<file path="src/rtl/rv32v_types_pkg.sv">
// Shared types for the RV32V writeback stage: element width, FIFO entry
// layout and the element-to-VRF-word packing function.
package rv32v_types_pkg;

   localparam int VLEN_BYTES = 16;

   typedef enum logic [1:0] {
      EEW8  = 2'd0,
      EEW16 = 2'd1,
      EEW32 = 2'd2
   } eew_t;

   typedef struct packed {
      logic [4:0]  vd;
      logic [7:0]  woffset;
      logic [31:0] data;
      eew_t        eew;
      logic        last;
   } wb_entry_t;

   typedef struct packed {
      logic [4:0]  sel;
      logic [7:0]  word;
      logic [31:0] wdata;
      logic [3:0]  byte_ena;
   } vrf_req_t;

   // bytes_log2 is log2 of the register size in bytes; the word index keeps
   // only the bits below that, the rest carries into the register number.
   function automatic vrf_req_t pack_entry(input wb_entry_t e, input int unsigned bytes_log2);
      vrf_req_t   r;
      logic [9:0] byte_addr;
      logic [1:0] sh;
      byte_addr  = {2'b00, e.woffset} << e.eew;
      sh         = byte_addr[1:0];
      r.sel      = e.vd + 5'(byte_addr >> bytes_log2);
      r.word     = 8'((byte_addr >> 2) & ((10'd1 << (bytes_log2 - 2)) - 10'd1));
      r.wdata    = e.data << {sh, 3'b000};
      case (e.eew)
         EEW8:    r.byte_ena = 4'b0001 << sh;
         EEW16:   r.byte_ena = 4'b0011 << sh;
         default: r.byte_ena = 4'b1111;
      endcase
      return r;
   endfunction

endpackage

</file>
<file path="src/rtl/rv32v_wb_fifo.sv">
// DEPTH-entry FIFO of writeback entries: up to two pushes and one pop per cycle.
module rv32v_wb_fifo
   import rv32v_types_pkg::*;
#(
   parameter int DEPTH = 4
) (
   input  logic                     CLK,
   input  logic                     RST,
   input  logic [1:0]               push_cnt,
   input  wb_entry_t                push_a,
   input  wb_entry_t                push_b,
   input  logic                     pop,
   output wb_entry_t                head,
   output logic [$clog2(DEPTH):0]   count
);

   localparam int PW = $clog2(DEPTH);
   localparam int CW = PW + 1;

   wb_entry_t        mem [DEPTH];
   logic [PW-1:0]    wptr;
   logic [PW-1:0]    rptr;

   assign head = mem[rptr];

   // Storage needs no reset: the count decides which slots are meaningful.
   always_ff @(posedge CLK) begin
      if (push_cnt != 2'd0) mem[wptr] <= push_a;
      if (push_cnt == 2'd2) mem[wptr + PW'(1)] <= push_b;
   end

   always_ff @(posedge CLK or posedge RST) begin
      if (RST) begin
         wptr  <= '0;
         rptr  <= '0;
         count <= '0;
      end else begin
         wptr  <= wptr + PW'(push_cnt);
         rptr  <= rptr + PW'(pop);
         count <= count + CW'(push_cnt) - CW'(pop);
      end
   end

endmodule

</file>
<file path="src/rtl/rv32v_writeback_stage.sv">
// RV32V writeback: buffers memory-stage lanes, drains one byte-enabled VRF
// word write per cycle, forwards the scalar rd result and signals completion.
module rv32v_writeback_stage
   import rv32v_types_pkg::*;
#(
   parameter int DEPTH = 4,
   parameter int VLEN  = 128
) (
   input  logic                         CLK,
   input  logic                         RST,
   input  logic                         in_valid,
   output logic                         in_ready,
   input  logic [1:0]                   in_wen,
   input  logic [4:0]                   in_vd,
   input  logic [7:0]                   in_woffset0,
   input  logic [7:0]                   in_woffset1,
   input  logic [31:0]                  in_wdat0,
   input  logic [31:0]                  in_wdat1,
   input  logic [1:0]                   in_eew,
   input  logic                         in_done,
   input  logic                         in_rd_wen,
   input  logic [4:0]                   in_rd_sel,
   input  logic [31:0]                  in_rd_data,
   output logic                         vrf_wen,
   output logic [4:0]                   vrf_sel,
   output logic [$clog2(VLEN/32)-1:0]   vrf_word,
   output logic [31:0]                  vrf_wdata,
   output logic [3:0]                   vrf_byte_ena,
   input  logic                         vrf_busy,
   output logic                         rd_wen,
   output logic [4:0]                   rd_sel,
   output logic [31:0]                  rd_data,
   output logic                         done,
   output logic                         empty
);

   localparam int WORD_W     = $clog2(VLEN / 32);
   localparam int BYTES_LOG2 = $clog2(VLEN / 8);
   localparam int CW         = $clog2(DEPTH) + 1;

   logic            accept;
   logic            pop;
   logic [1:0]      push_cnt;
   logic            done_pending;
   wb_entry_t       lane0;
   wb_entry_t       lane1;
   wb_entry_t       push_a;
   wb_entry_t       head;
   logic [CW-1:0]   count;
   vrf_req_t        req;

   // Two lanes can arrive per cycle, so hold off unless two slots are free.
   assign in_ready = (count <= CW'(DEPTH - 2));
   assign accept   = in_valid & in_ready;
   assign pop      = (count != '0) & ~vrf_busy;
   assign push_cnt = accept ? ({1'b0, in_wen[0]} + {1'b0, in_wen[1]}) : 2'd0;

   assign lane0 = '{vd: in_vd, woffset: in_woffset0, data: in_wdat0,
                    eew: eew_t'(in_eew), last: in_done & ~in_wen[1]};
   assign lane1 = '{vd: in_vd, woffset: in_woffset1, data: in_wdat1,
                    eew: eew_t'(in_eew), last: in_done};
   assign push_a = in_wen[0] ? lane0 : lane1;

   rv32v_wb_fifo #(.DEPTH(DEPTH)) u_fifo (
      .CLK      (CLK),
      .RST      (RST),
      .push_cnt (push_cnt),
      .push_a   (push_a),
      .push_b   (lane1),
      .pop      (pop),
      .head     (head),
      .count    (count)
   );

   assign req   = pack_entry(head, BYTES_LOG2);
   assign empty = (count == '0) & ~done_pending & ~vrf_wen;

   always_ff @(posedge CLK or posedge RST) begin
      if (RST) begin
         vrf_wen      <= 1'b0;
         vrf_sel      <= '0;
         vrf_word     <= '0;
         vrf_wdata    <= '0;
         vrf_byte_ena <= '0;
         done         <= 1'b0;
         done_pending <= 1'b0;
      end else begin
         vrf_wen <= pop;
         done    <= 1'b0;
         if (pop) begin
            vrf_sel      <= req.sel;
            vrf_word     <= WORD_W'(req.word);
            vrf_wdata    <= req.wdata;
            vrf_byte_ena <= req.byte_ena;
            done         <= head.last;
         end
         // An element-less final bundle completes once earlier lanes are gone.
         if (done_pending && count == '0) begin
            done         <= 1'b1;
            done_pending <= 1'b0;
         end else if (accept && in_done && in_wen == 2'b00) begin
            done_pending <= 1'b1;
         end
      end
   end

   always_ff @(posedge CLK or posedge RST) begin
      if (RST) begin
         rd_wen  <= 1'b0;
         rd_sel  <= '0;
         rd_data <= '0;
      end else begin
         rd_wen <= accept & in_rd_wen;
         if (accept) begin
            rd_sel  <= in_rd_sel;
            rd_data <= in_rd_data;
         end
      end
   end

endmodule

</file>
<file path="config.mk">
export PLATFORM = sky130hd
export DESIGN_NAME = rv32v_writeback_stage
export DESIGN_NICKNAME = d
export VERILOG_FILES = /design/src/rtl/rv32v_types_pkg.sv /design/src/rtl/rv32v_wb_fifo.sv /design/src/rtl/rv32v_writeback_stage.sv
export SDC_FILE = /design/constraint.sdc
export NUM_CORES = 1
export LEC_CHECK = 0
export CAP_MARGIN = 40
export CORE_AREA = 2 2 169 154
export CTS_CLUSTER_SIZE = 25
export DETAILED_ROUTE_END_ITERATION = 8
export DIE_AREA = 0 0 171 156
export PLACE_DENSITY = 0.86
export SYNTH_ARGS = -nofsm -noshare
export SYNTH_HDL_FRONTEND = slang
export SYNTH_SLANG_ARGS = --single-unit
</file>
<file path="constraint.sdc">
create_clock -name CLK -period 5.9 [get_ports CLK]
set_input_delay 1.475 -clock CLK [delete_from_list [all_inputs] [get_ports CLK]]
set_output_delay 1.475 -clock CLK [all_outputs]
set_load 0.005 [all_outputs]
</file>
# After elaboration in Yosys (flattened, before gate mapping)
# Memory sizes are Yosys's and may differ from the RTL's.
# Cells that the tools add are included.
# W data, S select, Z words.
[word_totals]
wordCells = 58
ramBits = 192
output_inout_bits = 85
in_bits = 132
ff_bits = 91
mem_count = 1
[classes]
shifts = 4
n_reduce_logical = 9
addsub = 7
eq_ne = 2
bitwise_logic = 10
n_lt_le_gt_ge = 1
muxes = 11
[mem_list]
columns = ["name", "words", "word_bits", "rd", "rd_ports_with_merged_regs", "wr", "line", "rtl"]
rows = [
  ["u_fifo.mem", 4, 48, 1, 0, 2, "rv32v_wb_fifo.sv:20", "wb_entry_t mem [DEPTH];"],
]
[ops]
columns = ["cell", "count"]
rows = [
  ["$mux W43", 1],
  ["$shl A32 B5 Y32", 1],
  ["$shl A8 B2 Y9", 1],
  ["$mux W1", 8],
  ["$pmux W4 S2", 1],
  ["$and A1 B1 Y1", 6],
  ["$add A5 B5 Y5", 1],
  ["$logic_not A2 Y1", 2],
  ["$not A1 Y1", 4],
  ["$reduce_bool A2 Y1", 2],
  ["$shl A1 B2 Y4 const A", 1],
  ["$shl A2 B2 Y4 const A", 1],
  ["$add A3 B2 Y3", 1],
  ["$le A3 B2 Y1 const B", 1],
  ["$logic_and A1 B1 Y1", 3],
  ["$logic_not A3 Y1", 1],
  ["$reduce_bool A3 Y1", 1],
  ["$sub A3 B1 Y3", 1],
  ["$add A1 B1 Y2", 1],
  ["$add A2 B1 Y2", 1],
  ["$add A2 B1 Y2 const B", 1],
  ["$add A2 B2 Y2", 1],
  ["$eq A2 B1 Y1 const B", 1],
  ["$eq A2 B2 Y1 const B", 1],
  ["$mux W2", 1],
]

# Logic depth before layout (Yosys ltp)
# Gate-level depths: netlist of the first run.
[logic_depth]
word_depth = 6
mapped_depth = 13
ltp_nobuf = 11

# Modules after synthesis
# Synthesis of the first run repeated with hierarchy kept, for this count alone.
[hier_totals]
cells_unflattened = 884
area_unflattened_um2 = 14207.4
[modules_own_cells]
columns = ["module", "n_inst", "cells_each", "area_per_inst_um2"]
rows = [
  ["rv32v_wb_fifo", 1, 500, 9756.9],
  ["rv32v_writeback_stage", 1, 384, 4450.5],
]

# Worst setup path before layout of the first run
# No wires, ideal clock.
[synth_timing]
path_kind = "input to register"
from = "input port in_wen[0]"
to = "memory u_fifo.mem[1][0] (netlist name), enable pin"
setup_slack_ns = -0.059
setup_ns = 0.513
arrival_time_ns = 5.446
n_path_buf = 0
path_stages = 5
t_required_ns = 5.387
cell_sequence = "inv_1 > ha_1 > nor2b_1 > a21oi_1 > nor3_1"
[synth_lines]
columns = ["item", "line", "rtl"]
rows = [
  ["from (decl)", "rv32v_writeback_stage.sv:13", "input logic [1:0] in_wen,"],
  ["to (decl)", "rv32v_wb_fifo.sv:20", ""],
]

==> flow_summary.json, run 1 <==
{
  "dpl.hpwl_mm": 22.00,
  "yosysTopAreaCellShare_pct": 43.46,
  "vias_per_cell": 5.802,
  "seq_area_frac_synth_pct": 60.62,
  "peakVddDrop_mv": 0.2447,
  "grt_pass1_wl_mm": 50.95,
  "drtIter0Drc": 715,
  "die_h_um": 156,
  "grt_use_total_pct": 25.01,
  "cts_max_level": 1,
  "drv_slew": 0,
  "finalPower_w": 0.007648,
  "setup_tns_ns": 0,
  "required_ns": 6.19,
  "p_leak_nw": 6.231,
  "synthArstFlopShare_pct": 32.16,
  "drtAntennaViolNets": 0,
  "synth_top_area_cell": "edfxtp_1",
  "outcome": "completed",
  "cp-start-kind": "input pin",
  "path_class": "in2reg",
  "num_antenna_cells": 0,
  "rows": 55,
  "synth_cell_type_count": 52,
  "grt_max_degree": 55,
  "final_nets": 1258,
  "final_cell_mix": "clkdlybuf4s50_1 (216), edfxtp_1 (192), mux2_2 (163)",
  "dieWidth_um": 171,
  "final_common_cell": "clkdlybuf4s50_1",
  "vias": 8575,
  "insertion_delay_ns": 0.56,
  "cts-root-buf": "clkbuf_16",
  "wl_mm": 32.97,
  "start_util_pct": 53.25,
  "area_growth_pct": 26.58,
  "post-route-drc-count": 0,
  "tritoncts": "done",
  "syn_nets": 1048,
  "firstDrtPassIters": 5,
  "die-area_um2": 26680,
  "synthFlopType": "edfxtp_1",
  "cp.arrival_ns": 4.56,
  "cts.path.max_buffers": 3,
  "fill_cells": 1725,
  "numPortBuffers": 216,
  "synth_edf_count": 192,
  "finClkSkew_ns": 0.02263,
  "max_freq_mhz": 234.3,
  "clock-sinks": 283,
  "avgSynthCellArea_um2": 14.69,
  "cts-resized-gates": 0,
  "post-cts-setup-buffer-count": 0,
  "crit_path_end_kind": "flip-flop",
  "path_clk_slew_ns": 0.06,
  "cap_violations": 0,
  "synth.yosys.warnings": 0,
  "holdBufCountCts": 0,
  "worstHoldPathType": "reg2reg",
  "place.gp.congestion": 0.8069,
  "cellPowerDensity_nw_per_um2": 455.5,
  "synth_cells": 903,
  "crit_fanout": 21,
  "grt_overflow": 0,
  "numCtsBuffers": 29,
  "antenna_found_initial": 1,
  "final.min_clock_period_ns": 4.269,
  "hold_viol": 0,
  "setup_viol": 0,
  "worst_slew_pin_slew_ns": 0.8293,
  "wl_per_cell_um": 22.30,
  "drive_gt1_share_pct": 25.97,
  "grt_pass1_vias": 9002,
  "maxSlewHeadroom_pct": 44.58,
  "pin_count": 217,
  "coreArea_um2": 24910,
  "rsz0062_at_grt": "false",
  "utilization_pct": 67.41,
  "ys_seq_elements": 283,
  "synth_area_um2": 13270,
  "period_share_pct": 72.35,
  "synth_area_leaders": "edfxtp_1 (43%), dfrtp_1 (17%), mux2_2 (14%)"
}
==> flip-flops by register name (all words and copies together), names as in the netlist <==
| name | flops |
|---|---|
| rd_data | 32 |
| vrf_word | 2 |
| rd_sel | 5 |
| vrf_wdata | 32 |
| u_fifo.mem | 192 |
| u_fifo.rptr | 2 |
| vrf_sel | 5 |
| vrf_byte_ena | 4 |
| done_pending | 1 |
| u_fifo.wptr | 2 |
| u_fifo.count | 3 |
| rd_wen | 1 |
| vrf_wen | 1 |
| done | 1 |
==> routing by layer <==
layer	global-route usage [%]	vias up	wire, um
met2	42.70	409	16340
met4	5.609	2	656
li1	-	3790	-
met5	0	-	12
met1	33.85	4323	13150
met3	4.262	51	2811
==> path summary, 6_finish.rpt <==
path                                      from                end  slack [ns]  depth (start not counted)
max in group asynchronous                  RST        rd_data[23]        3.51                          3
worst max-delay path                 in_wen[0]  u_fifo.mem[1][24]        1.63                          8
worst max register to register  u_fifo.rptr[0]         vrf_sel[4]        2.04                         11
worst min-delay path               rd_data[25]        rd_data[25]        0.48                          2
worst min register to register     rd_data[25]        rd_data[25]        0.48                          2
min in group asynchronous                  RST         vrf_sel[4]        1.36                          2
==> through the flow <==
step           setup WS, ns  instances  hold slack, ns  cell area (um2)
2_1_floorplan         1.106        903          0.4628            13270
3_3_place_gp          1.214       1423          0.4559            15790
3_5_place_dp          1.089       1424          0.4619            15810
4_1_cts               1.676       1478          0.4806            16790
5_1_grt               1.416       1478          0.4919            16790
6_report              1.631       1478          0.4758            16790
==> cell usage after synthesis, types with 5 or more instances <==
library cell / count
a21oi_1: 10
a221o_1: 13
buf_2: 28
clkbuf_1: 21
dfrtp_1: 91
edfxtp_1: 192
ha_1: 11
inv_1: 18
mux2_2: 163
mux2i_1: 29
mux4_2: 48
nand2_1: 158
nor2_1: 25
o21ai_0: 25
o22a_1: 5
==> worst max-delay path, stage by stage <==
cell	delay, ns
clkdlybuf4s50_1	0.68
inv_1	0.10
ha_1	0.35
nor2b_1	0.31
nor4b_1	0.37
nand2b_2	0.65
buf_12	0.27
mux2_2	0.35
==> power breakdown <==
part	internal (W)	total, W	switching, W	leakage, nW
clock	0.00112	0.00189	0.000767	0.472
combinational	0.00145	0.00287	0.00142	2.91
sequential	0.00257	0.00288	0.000315	2.85
total	0.00515	0.00765	0.00250	6.23
==> cells by family after synthesis <==
kind of cell	count (synthesis)	synth area share, %
AO/OA/AOI/OAI	74	3.999
buffers and inverters	74	2.584
XOR/XNOR	7	0.4621
AND/OR/NAND/NOR	212	6.819
flip-flops	283	60.62
adder cells (fa/ha/maj)	13	1.339
multiplexers	240	24.17
==> layout make-up <==
cell class | instances | area, um2 | area share, %
flip-flops and latches | 283 | 8045 | 47.91
multi-input cells | 546 | 4922 | 29.31
repair buffers | 235 | 2342 | 13.95
clock buffers | 40 | 797.0 | 4.746
well taps | 342 | 427.9 | 2.548
clock inverters | 14 | 187.7 | 1.118
inverters | 18 | 70.07 | 0.4173
No activity file was read; power rests on OpenSTA's default activity.
==> inputs of run 2 (changes only) <==
--- a/config.mk
+++ b/config.mk
@@ -6,11 +6,11 @@
 export NUM_CORES = 1
 export LEC_CHECK = 0
 export CAP_MARGIN = 40
-export CORE_AREA = 2 2 169 154
+export CORE_AREA = 2 2 177 162
 export CTS_CLUSTER_SIZE = 25
 export DETAILED_ROUTE_END_ITERATION = 8
-export DIE_AREA = 0 0 171 156
-export PLACE_DENSITY = 0.86
+export DIE_AREA = 0 0 179 164
+export PLACE_DENSITY = 0.82
 export SYNTH_ARGS = -nofsm -noshare
 export SYNTH_HDL_FRONTEND = slang
 export SYNTH_SLANG_ARGS = --single-unit
==> constraint.sdc (replaced) <==
create_clock -name CLK -period 3.67 [get_ports CLK]
set_input_delay 0.9175 -clock CLK [delete_from_list [all_inputs] [get_ports CLK]]
set_output_delay 0.9175 -clock CLK [all_outputs]
set_load 0.005 [all_outputs]
==> flow_summary.json, run 2 (synthesized netlist as in run 1, its figures left out) <==
{
  "whs_ns": 0.4734,
  "start_util_pct": 48.23,
  "reg.largest.list": "u_fifo.mem (192), rd_data (32), vrf_wdata (32)",
  "cp.buffers_inverters": 1,
  "cts.path.max_buffers": 3,
  "wl_mm": 33.58,
  "holdBufCountCts": 0,
  "rows": 58,
  "outcome": "completed",
  "cp_slowest_cell": "mux4_2",
  "clock-sinks": 283,
  "vias": 8583,
  "die_h_um": 164,
  "min_from": "rd_data[4]",
  "drive_gt1_share_pct": 27.42,
  "final_cell_mix": "clkdlybuf4s50_1 (216), edfxtp_1 (192), mux2_2 (163)",
  "place.gp.congestion": 0.7938,
  "crit_path_start": "u_fifo.rptr[0]",
  "final.min_clock_period_ns": 3.407,
  "grt_use_met3_pct": 4.005,
  "cp-start-kind": "flip-flop",
  "drv_slew": 0,
  "dpl.hpwl_mm": 22.37,
  "hold_viol": 0,
  "drtIter0Drc": 701,
  "numPortBuffers": 216,
  "dieWidth_um": 179,
  "grt_util_met2_pct": 38.39,
  "vias_per_cell": 5.688,
  "final_nets": 1270,
  "crit_fanout": 16,
  "peakVddDrop_mv": 0.4691,
  "cts-root-buf": "clkbuf_16",
  "tritoncts": "done",
  "top_register": "u_fifo.mem",
  "cts-resized-gates": 0,
  "numCtsBuffers": 30,
  "period_share_pct": 92.82,
  "largest_reg_flops": 192,
  "drtAntennaViolNets": 0,
  "pin_count": 217,
  "reg2reg_from": "u_fifo.rptr[0]",
  "required_ns": 4.14,
  "cellPowerDensity_nw_per_um2": 744.8,
  "rsz0062_at_grt": "false",
  "die-area_um2": 29360,
  "worst_slew_pin_slew_ns": 0.6702,
  "grt_use_total_pct": 23.39,
  "insertion_delay_ns": 0.55,
  "coreArea_um2": 27500,
  "setup_viol": 0,
  "antenna_found_initial": 0,
  "grt_pass1_vias": 8896,
  "final_common_cell": "clkdlybuf4s50_1",
  "post-cts-setup-buffer-count": 0,
  "p_leak_nw": 6.411,
  "wl_per_cell_um": 22.25,
  "path_clk_slew_ns": 0.06,
  "dp.cells": 1453,
  "grt_pass1_wl_mm": 51.76,
  "grt_max_degree": 49,
  "worstPathCellList": "mux4_2 -> mux2i_1 -> mux2i_1 -> ha_1 -> inv_1 -> fa_1 -> nor2b_1 -> o21ai_0 -> nor3b_1 -> or3_1 -> o211ai_1",
  "post-route-drc-count": 0,
  "num_antenna_cells": 0,
  "area_growth_pct": 29.25,
  "maxSlewHeadroom_pct": 55.32,
  "worstHoldPathType": "reg2reg",
  "crit_path_end_kind": "flip-flop",
  "cap_violations": 0,
  "busiest_layer": "met2",
  "crit_top_cell": "mux2i_1",
  "cts_max_level": 1,
  "instances_no_fill": 1509,
  "firstDrtPassIters": 4,
  "max_freq_mhz": 293.6,
  "finClkSkew_ns": 0.01357,
  "crit_family": "multiplexers",
  "use_met1_pct": 32.43,
  "path_class": "reg2reg",
  "grt_overflow": 0,
  "crit_path_max_incr_delay_ns": 0.74,
  "cp.arrival_ns": 3.87
}
## run 2: cell count changes in the layout (fill, tap and decap cells not counted), sizes merged
cell | before | now
bufinv | 4 | 5
buf | 19 | 30
inv | 20 | 19
clkinvlp | 3 | 0
clkinv | 5 | 10
## run 2: layout make-up
cell class              count  area (um2)
fillers                  1998       10360
flip-flops and latches    283        8048
multi-input cells         546        4922
repair buffers            246        2487
clock buffers              40       945.9
well taps                 360       450.4
clock inverters            16       222.7
inverters                  18       70.07
## run 2: per-stage QoR
stage	setup WS (ns)	power, W	utilization, %	setup TNS [ns]	area (um2)
floorplan	-0.2841	0.007311	-	-13.64	13280
global placement	0.2546	0.009238	58.09	0	15980
detailed placement	0.09769	0.009373	58.09	0	15980
CTS	0.2834	0.01285	62.34	0	17150
global route	0.1309	0.01344	62.34	0	17150
finish	0.2635	0.01277	62.34	0	17150
## run 2: tightest hold or removal path, cell delays in order, from the launching register on
cell and delay [ns]:
dfrtp_1 0.34, nand2_1 0.05, nand2_1 0.06
## run 2: worst paths after layout
path                            depth (start not counted)     endpoint  slack [ns]
min in group asynchronous                               2   vrf_sel[4]        0.78
worst min register to register                          2   rd_data[4]        0.47
worst max register to register                         11   vrf_sel[4]        0.26
worst min-delay path                                    2   rd_data[4]        0.47
worst max-delay path                                   11   vrf_sel[4]        0.26
max in group asynchronous                               3  rd_data[25]        2.19
## run 2: power by group
part	internal (W)	total (W)	switching, W
sequential	0.00413	0.00456	0.000427
clock	0.00217	0.00345	0.00128
combinational	0.00240	0.00476	0.00237
total	0.00870	0.0128	0.00408
## run 2: routing by layer
metal | routed length (um) | part of all wire [%] | up-vias
li1 | - | - | 3821
met5 | 0 | 0 | -
met2 | 16270 | 48 | 381
met3 | 2688 | 8.0 | 55
met1 | 13740 | 41 | 4326
met4 | 891 | 2.7 | 0
==> inputs of run 3 (changes only) <==
--- a/config.mk
+++ b/config.mk
@@ -11,6 +11,7 @@
 export DETAILED_ROUTE_END_ITERATION = 8
 export DIE_AREA = 0 0 179 164
 export PLACE_DENSITY = 0.82
+export SETUP_SLACK_MARGIN = 0.05
 export SYNTH_ARGS = -nofsm -noshare
 export SYNTH_HDL_FRONTEND = slang
 export SYNTH_SLANG_ARGS = --single-unit
==> results of run 3 <==
No change in the layout: final DEF, timing and power equal those of run 2.
